[config.mk]
export PLATFORM = sky130hd
export DESIGN_NAME = param_deserializer_flat
export DESIGN_NICKNAME = d
export VERILOG_FILES = /design/src/rtl/param_deserializer_if.sv /design/src/rtl/param_deserializer.sv /design/src/flat_wrapper.sv
export SDC_FILE = /design/constraint.sdc
export NUM_CORES = 1
export LEC_CHECK = 0
export BUFFER_PORTS_ARGS = -buffer_cell sky130_fd_sc_hd__buf_2
export CORE_MARGIN = 2
export CORE_UTILIZATION = 63
export DETAILED_ROUTE_END_ITERATION = 8
export PLACE_DENSITY_LB_ADDON = 0.08
export SLEW_MARGIN = 40
export SYNTH_ARGS = -nofsm -noshare
export SYNTH_HDL_FRONTEND = slang
export SYNTH_SLANG_ARGS = --single-unit
[constraint.sdc]
create_clock -name clock_100 -period 3.9 [get_ports clock_100]
set_input_delay 0.78 -clock clock_100 [delete_from_list [all_inputs] [get_ports clock_100]]
set_output_delay 0.78 -clock clock_100 [all_outputs]
set_load 0.01 [all_outputs]
[src/rtl/param_deserializer_if.sv]
// rtl/param_deserializer_if.sv - serial input, FIFO output and status bundle for param_deserializer
interface param_deserializer_if #(
    parameter int WIDTH = 8,
    parameter int DEPTH = 4
);
    logic                         data_in;
    logic                         write_in;
    logic                         ack_in;
    logic [WIDTH-1:0]             data_out;
    logic                         data_ready;
    logic                         status_out;
    logic [$clog2(DEPTH+1)-1:0]   count_out;
    logic                         parity_err;

    modport master (
        output data_in, write_in, ack_in,
        input  data_out, data_ready, status_out, count_out, parity_err
    );

    modport slave (
        input  data_in, write_in, ack_in,
        output data_out, data_ready, status_out, count_out, parity_err
    );
endinterface

[src/rtl/param_deserializer.sv]
// rtl/param_deserializer.sv - serial-to-parallel deserializer feeding an output FIFO
// Optional even-parity framing when DESER_PARITY_EN is defined.
module param_deserializer #(
    parameter int WIDTH     = 8,
    parameter int DEPTH     = 4,
    parameter int MSB_FIRST = 1
) (
    input  logic                clock_100,
    input  logic                reset,
    param_deserializer_if.slave bus
);

`ifdef DESER_PARITY_EN
    localparam int FRAME = WIDTH + 1;
`else
    localparam int FRAME = WIDTH;
`endif
    localparam int CW   = $clog2(FRAME);
    localparam int PW   = $clog2(DEPTH);
    localparam int CNTW = $clog2(DEPTH + 1);

    typedef enum logic [0:0] {
        RECV = 1'b0,
        HOLD = 1'b1
    } state_t;

    state_t           r_state;
    logic             r_status;
    logic [CW-1:0]    r_bit_cnt;
    logic [WIDTH-1:0] r_shift;
    logic             r_parity_err;

    logic [WIDTH-1:0] r_mem [DEPTH];
    logic [PW-1:0]    r_wr_ptr;
    logic [PW-1:0]    r_rd_ptr;
    logic [CNTW-1:0]  r_count;

    logic             w_accept;
    logic             w_last;
    logic             w_par_ok;
    logic             w_full;
    logic             w_pop;
    logic             w_push;
    logic [WIDTH-1:0] w_shifted;
    logic [WIDTH-1:0] w_word;
    logic [WIDTH-1:0] w_push_data;

    assign w_accept = bus.write_in && (r_state == RECV);
    assign w_full   = (r_count == CNTW'(DEPTH));
    assign w_pop    = bus.ack_in && (r_count != '0);

    assign w_shifted = (MSB_FIRST != 0) ? {r_shift[WIDTH-2:0], bus.data_in}
                                        : {bus.data_in, r_shift[WIDTH-1:1]};

`ifdef DESER_PARITY_EN
    // The final frame bit is parity only; the data word is already complete in r_shift.
    assign w_last   = (r_bit_cnt == CW'(WIDTH));
    assign w_word   = r_shift;
    assign w_par_ok = ~(^r_shift ^ bus.data_in);
`else
    assign w_last   = (r_bit_cnt == CW'(WIDTH - 1));
    assign w_word   = w_shifted;
    assign w_par_ok = 1'b1;
`endif

    // A concurrent pop frees the slot, so a full FIFO still accepts a push on that edge.
    always_comb begin
        w_push      = 1'b0;
        w_push_data = w_word;
        if (r_state == HOLD) begin
            w_push      = w_pop;
            w_push_data = r_shift;
        end else if (w_accept && w_last && w_par_ok && (!w_full || w_pop)) begin
            w_push = 1'b1;
        end
    end

    always_ff @(posedge clock_100) begin
        if (reset) begin
            r_state      <= RECV;
            r_status     <= 1'b1;
            r_bit_cnt    <= '0;
            r_shift      <= '0;
            r_parity_err <= 1'b0;
        end else begin
            r_parity_err <= 1'b0;
            case (r_state)
                RECV: begin
                    if (w_accept) begin
                        if (!w_last) begin
                            r_shift   <= w_shifted;
                            r_bit_cnt <= r_bit_cnt + CW'(1);
                        end else begin
                            r_bit_cnt <= '0;
                            r_shift   <= w_word;
                            if (!w_par_ok) begin
                                r_parity_err <= 1'b1;
                            end else if (w_full && !w_pop) begin
                                r_state  <= HOLD;
                                r_status <= 1'b0;
                            end
                        end
                    end
                end
                HOLD: begin
                    if (w_pop) begin
                        r_state  <= RECV;
                        r_status <= 1'b1;
                    end
                end
                default: begin
                    r_state  <= RECV;
                    r_status <= 1'b1;
                end
            endcase
        end
    end

    always_ff @(posedge clock_100) begin
        if (reset) begin
            r_wr_ptr <= '0;
            r_rd_ptr <= '0;
            r_count  <= '0;
        end else begin
            if (w_push) begin
                r_mem[r_wr_ptr] <= w_push_data;
                r_wr_ptr        <= r_wr_ptr + PW'(1);
            end
            if (w_pop) begin
                r_rd_ptr <= r_rd_ptr + PW'(1);
            end
            if (w_push && !w_pop) begin
                r_count <= r_count + CNTW'(1);
            end else if (!w_push && w_pop) begin
                r_count <= r_count - CNTW'(1);
            end
        end
    end

    assign bus.data_out   = (r_count != '0) ? r_mem[r_rd_ptr] : '0;
    assign bus.data_ready = (r_count != '0);
    assign bus.status_out = r_status;
    assign bus.count_out  = r_count;
`ifdef DESER_PARITY_EN
    assign bus.parity_err = r_parity_err;
`else
    assign bus.parity_err = 1'b0;
`endif

endmodule

[src/flat_wrapper.sv]
// flat-port wrapper written by rule: the top's interface ports become plain ports
module param_deserializer_flat 
#(
    parameter int WIDTH     = 8,
    parameter int DEPTH     = 4,
    parameter int MSB_FIRST = 1
)
  (clock_100, reset, bus_data_in, bus_write_in, bus_ack_in, bus_data_out, bus_data_ready, bus_status_out, bus_count_out, bus_parity_err);
  param_deserializer_if #(.WIDTH(WIDTH), .DEPTH(DEPTH)) bus_i ();
  input  logic clock_100;
  input  logic reset;
  input wire logic [$bits(bus_i.data_in)-1:0] bus_data_in;
  input wire logic [$bits(bus_i.write_in)-1:0] bus_write_in;
  input wire logic [$bits(bus_i.ack_in)-1:0] bus_ack_in;
  output wire logic [$bits(bus_i.data_out)-1:0] bus_data_out;
  output wire logic [$bits(bus_i.data_ready)-1:0] bus_data_ready;
  output wire logic [$bits(bus_i.status_out)-1:0] bus_status_out;
  output wire logic [$bits(bus_i.count_out)-1:0] bus_count_out;
  output wire logic [$bits(bus_i.parity_err)-1:0] bus_parity_err;
  assign bus_i.data_in = bus_data_in;
  assign bus_i.write_in = bus_write_in;
  assign bus_i.ack_in = bus_ack_in;
  assign bus_data_out = bus_i.data_out;
  assign bus_data_ready = bus_i.data_ready;
  assign bus_status_out = bus_i.status_out;
  assign bus_count_out = bus_i.count_out;
  assign bus_parity_err = bus_i.parity_err;
  param_deserializer #(.WIDTH(WIDTH), .DEPTH(DEPTH), .MSB_FIRST(MSB_FIRST)) u_core (.clock_100(clock_100), .reset(reset), .bus(bus_i));
endmodule
-- Yosys cells after proc, flatten, opt, wreduce, memory -nomap -nowiden
Memories as Yosys holds them, arrays and structs flattened. A register that Yosys moved wholly into a read port is not among the register bits.
Index checks and enable logic that the tools add are counted.
W data, S select, Z words.
- add/sub/neg operators: 5
- bitwise gates (word level): 1
- multiplexer cells: 22
- reductions and logical operators: 15
- eq/ne operators: 6
- operators with widths (operator ; number):
    $mux W8 ; 2
    $mux W1 ; 13
    $mux W3 ; 3
    $logic_and A1 B1 Y1 ; 7
    $add A3 B1 Y3 const B ; 2
    $eq A3 B3 Y1 const B ; 2
    $add A2 B1 Y2 const B ; 2
    $mux W2 ; 2
    $ne A2 B1 Y1 const B ; 2
    $ne A2 B2 Y1 const B ; 2
    $pmux W1 S2 ; 2
    $reduce_and A4 Y1 ; 1
    $logic_not A1 Y1 ; 3
    $reduce_bool A3 Y1 ; 1
    $sub A3 B1 Y3 const B ; 1
    $reduce_and A2 Y1 ; 1
    $reduce_bool A2 Y1 ; 1
    $logic_or A1 B1 Y1 ; 1
    $not A1 Y1 ; 1
- RAM bits: 32
- bits of input ports: 5
- bits in registers: 20
- memories: 1
- logic and storage cells: 57
- memory list (name ; words ; width ; read ports ; clocked after Yosys merged registers in ; wr ports ; RTL line ; source):
    u_core.r_mem ; 4 ; 8 ; 1 ; 1 ; 1 ; param_deserializer.sv:33 ; logic [WIDTH-1:0] r_mem [DEPTH];

-- Longest topological paths before layout
- word-level depth: 10
- gate-level depth with buffers: 11
- depth with buffers taken out: 11

-- Worst setup path before layout
Ideal clock, no wire load.
- path kind: input-to-reg
- start: input bus_ack_in
- end: register u_core.r_count[2], in the netlist u_core.bus.count_out[2]
- path buffers: 0
- setup slack: 1.434 ns
- arrival time: 2.395 ns
- required time: 3.830 ns
- stages: 9
- path through: nor4b_2 -> o31a_4 -> inv_1 -> ha_1 -> inv_1 -> fa_1 -> xor2_1 -> or3_1 -> a21oi_1
- longest elaborated chain between the ends: 8
- elaborated cells between the ends (all ways): 11
- RTL lines (what ; RTL line ; source):
    start, declared ; flat_wrapper.sv:14 ; input wire logic [$bits(bus_i.ack_in)-1:0] bus_ack_in;
    $logic_and A1 B1 Y1 * ; param_deserializer.sv:50 ; assign w_pop = bus.ack_in && (r_count != '0);
    $logic_or A1 B1 Y1 ; param_deserializer.sv:73 ; end else if (w_accept && w_last && w_par_ok && (!w_full || w_pop)) begin
    $logic_and A1 B1 Y1 ; param_deserializer.sv:73 ;
    $mux W1 ; param_deserializer.sv:73 ;
    $mux W1 ; param_deserializer.sv:70 ; if (r_state == HOLD) begin
    $logic_not A1 Y1 ; param_deserializer.sv:134 ; end else if (!w_push && w_pop) begin
    $logic_and A1 B1 Y1 ; param_deserializer.sv:134 ;
    $reduce_bool A2 Y1 (no source line) ; -- ;
    end signal, assigned ; param_deserializer.sv:133 ; r_count <= r_count + CNTW'(1);
    end signal, assigned ; param_deserializer.sv:135 ; r_count <= r_count - CNTW'(1);
    end, declared ; param_deserializer.sv:36 ; logic [CNTW-1:0] r_count;
Every way passes the cells marked *; elsewhere a longest branch is shown, timed or not.
A chain may end at the register's enable or synchronous reset.

==> results_dict.tcl <==
set metrics [dict create \
    synth_compound_area_frac 0.0516 \
    drv_cap 0 \
    rsz0062_at_grt "no" \
    worstSetupStartpointType "flip-flop" \
    cts.sinks 54 \
    synth_cells 171 \
    netlist_area_um2 2300 \
    synth_seq_cells 54 \
    tritoncts "done" \
    ant_nets 0 \
    worstHoldPathCells 1 \
    dieWidth_um 64.5 \
    port_buffers 17 \
    cts_buffer_depth 2 \
    critPathMaxFanout 8 \
    ys_types 32 \
    fmax_mhz 371 \
    cts_made_buffers 5 \
    diodes 0 \
    drt-wirelength-per-cell_um 15.8 \
    final_common_cell "edfxtp_1" \
    dr.pass1.iters 4 \
    dieArea_um2 4150 \
    cts_hold_buffers 0 \
    worstPathArrival_ns 1.92 \
    synth-xor-area-share 0.0152 \
    first_global_vias 1335 \
    synthesis.nets 184 \
    overflow 0 \
    critPathKind "flip-flop to primary output" \
    drc 0 \
    synthMuxAreaShare 0.137 \
    dp_slack_ns 1.02 \
    cp-end-kind "primary output" \
    routed-via-count 1324 \
    viasPerCell 5.56 \
    comb_power_share 0.235 \
    grt_pass1_wl_um 6470 \
    setup_violations 0 \
    final-hold-violation-count 0 \
    min_period_ns 2.70 \
    final_util 0.731 \
    final_area_um2 2500 \
    syn_area_per_cell_um2 13.5 \
    crit_required_ns 3.12 \
    pwr-share-seq 0.568 \
    status "completed" \
    start_util 0.674 \
    worst_pin_slew_ns 0.562 \
    place_inst 230 \
    irDropWorstVdd_uv 274 \
    ys_seq_area_frac 0.609 \
    fill_cells 263 \
    grt_max_degree 28 \
    drt_iter0_markers 56 \
    relSlewSlack 0.622 \
    nets 204 \
    switchingPower_mw 0.355 \
    clk_latency_ns 0.37 \
    stdcell_count 238 \
    reg2regPathDepth 9 \
    finalSetupTns_ns 0 \
    antenna_found_initial 0 \
    p_leak_nw 0.958 \
    io_pins 19 \
    slew_violations 0 \
    p_int_mw 0.815 \
    post-route-period-util 0.691 \
    p_per_area_nw_per_um2 469 \
    pwr-share-clk 0.196 \
    drive_gt1_frac 0.250 \
    clock_skew_ns 0.0112 \
    cts_root_buf "clkbuf_4" \
    yosys.area_share.adder 0.0467 \
    clk_pin_slew_ns 0.14 \
    placed_cell_area_um2 2440 \
    swShare 0.303 \
    place_congestion 0.687 \
    hold_class "flip-flop to flip-flop" \
    area_growth_pct 8.48 \
    die_height_um 64.5 \
    core_um2 3420 \
    synthSimpleGateAreaFrac 0.111 \
    setup_slack_ns 1.20 \
    wl_um 3760 \
    most-common-layout-cells "edfxtp_1 (32), dfxtp_1 (22), nand2_1 (20), buf_2 (17), a21oi_1 (11)" \
    track_usage 0.214 \
    htreeDepth 2 \
    row_count 21 \
    synth_top_family_by_area "multiplexers" \
    yosysWarnings 0 \
    place_hpwl_um 2570 \
    cts_resized 0 \
    post_cts_buffers 0 \
]
worst paths after layout:
kind	from	end	slack, ns
setup reg to reg	u_core.r_state	u_core.bus.count_out[2]	1.23
hold reg to reg	u_core.bus.status_out	u_core.bus.status_out	0.46
setup / recovery	flip-flop	bus_data_out[7]	1.20
hold / removal	u_core.bus.status_out	u_core.bus.status_out	0.46
cells in the mapped netlist:
master | number | area [um^2]
o21ai_0 | 1 | 5.00
a21oi_1 | 11 | 55.1
nand2b_1 | 4 | 25.0
mux2_2 | 8 | 90.1
o31ai_1 | 1 | 7.51
nor4b_2 | 1 | 15.0
mux4_2 | 8 | 180
buf_4 | 1 | 7.51
buf_2 | 3 | 15.0
inv_1 | 6 | 22.5
o31a_4 | 1 | 17.5
a21o_1 | 1 | 7.51
a32oi_1 | 1 | 8.76
nor2_1 | 10 | 37.5
nand2_1 | 20 | 75.1
nor2b_1 | 8 | 50.1
nand3_1 | 1 | 5.00
nor3b_1 | 4 | 30.0
nor3_1 | 1 | 5.00
fa_1 | 1 | 20.0
edfxtp_1 | 32 | 961
mux2i_1 | 3 | 30.0
ha_1 | 7 | 87.6
clkbuf_1 | 5 | 18.8
and2b_1 | 1 | 7.51
xor2_1 | 4 | 35.0
conb_1 | 1 | 3.75
mux2_4 | 1 | 15.0
or3_1 | 1 | 6.26
dfxtp_1 | 22 | 440
o311ai_0 | 1 | 8.76
o311ai_1 | 1 | 8.76
metrics by stage:
stage                     hold WS (ns)  power, mW
after global routing             0.485       1.24
after floorplan                  0.433      0.841
final                            0.460       1.17
after global placement           0.432      0.942
after CTS                        0.466       1.18
after detailed placement         0.434      0.957
power by group through the flow:
stage                     combinational [mW]  sequential [mW]  clock [mW]
after floorplan                        0.175            0.665           0
after global placement                 0.266            0.676           0
after detailed placement               0.279            0.678           0
after CTS                              0.280            0.666       0.235
after global routing                   0.308            0.672       0.257
final                                  0.275            0.665       0.230
logic make-up after synthesis:
| kind of cell | count (synthesis) |
|---|---|
| compound gates | 18 |
| xor+xnor | 4 |
| fa+ha+maj | 8 |
| buf+inv | 15 |
| flops | 54 |
| mux | 20 |
| other cells | 1 |
| simple gates | 51 |
cell type report:
class	instances	area, um^2	share of cell area
Sequential cell	54	1400	0.561
Multi-Input combinational cell	102	840	0.336
Timing Repair Buffer	22	123	0.0491
Tap cell	46	57.6	0.0230
Clock buffer	5	37.5	0.0150
Inverter	6	22.5	0.00902
Clock inverter	3	16.3	0.00651
worst max-delay path: stages, from the launching register on:
cell,delay [ns]
dfxtp_1,0.70
mux4_2,0.57
and2b_1,0.16
buf_2,0.13
registers in the layout, indices dropped and copies added (netlist names), named ones only:
| register | cells |
|---|---|
| u_core.r_bit_cnt | 3 |
| u_core.bus.count_out | 3 |
| u_core.r_shift | 8 |
| u_core.r_rd_ptr | 2 |
| u_core.r_state | 1 |
| u_core.r_mem | 32 |
| u_core.bus.status_out | 1 |
| u_core.r_wr_ptr | 2 |
per-layer routing:
metal	vias up	GRT usage	wire length (um)
met3	4	0.0538	140
met1	649	0.272	1620
met2	27	0.366	1970
met4	0	0.0612	27
met5	-	0	0
li1	644	-	-
Power figures use the tool's default switching activity.
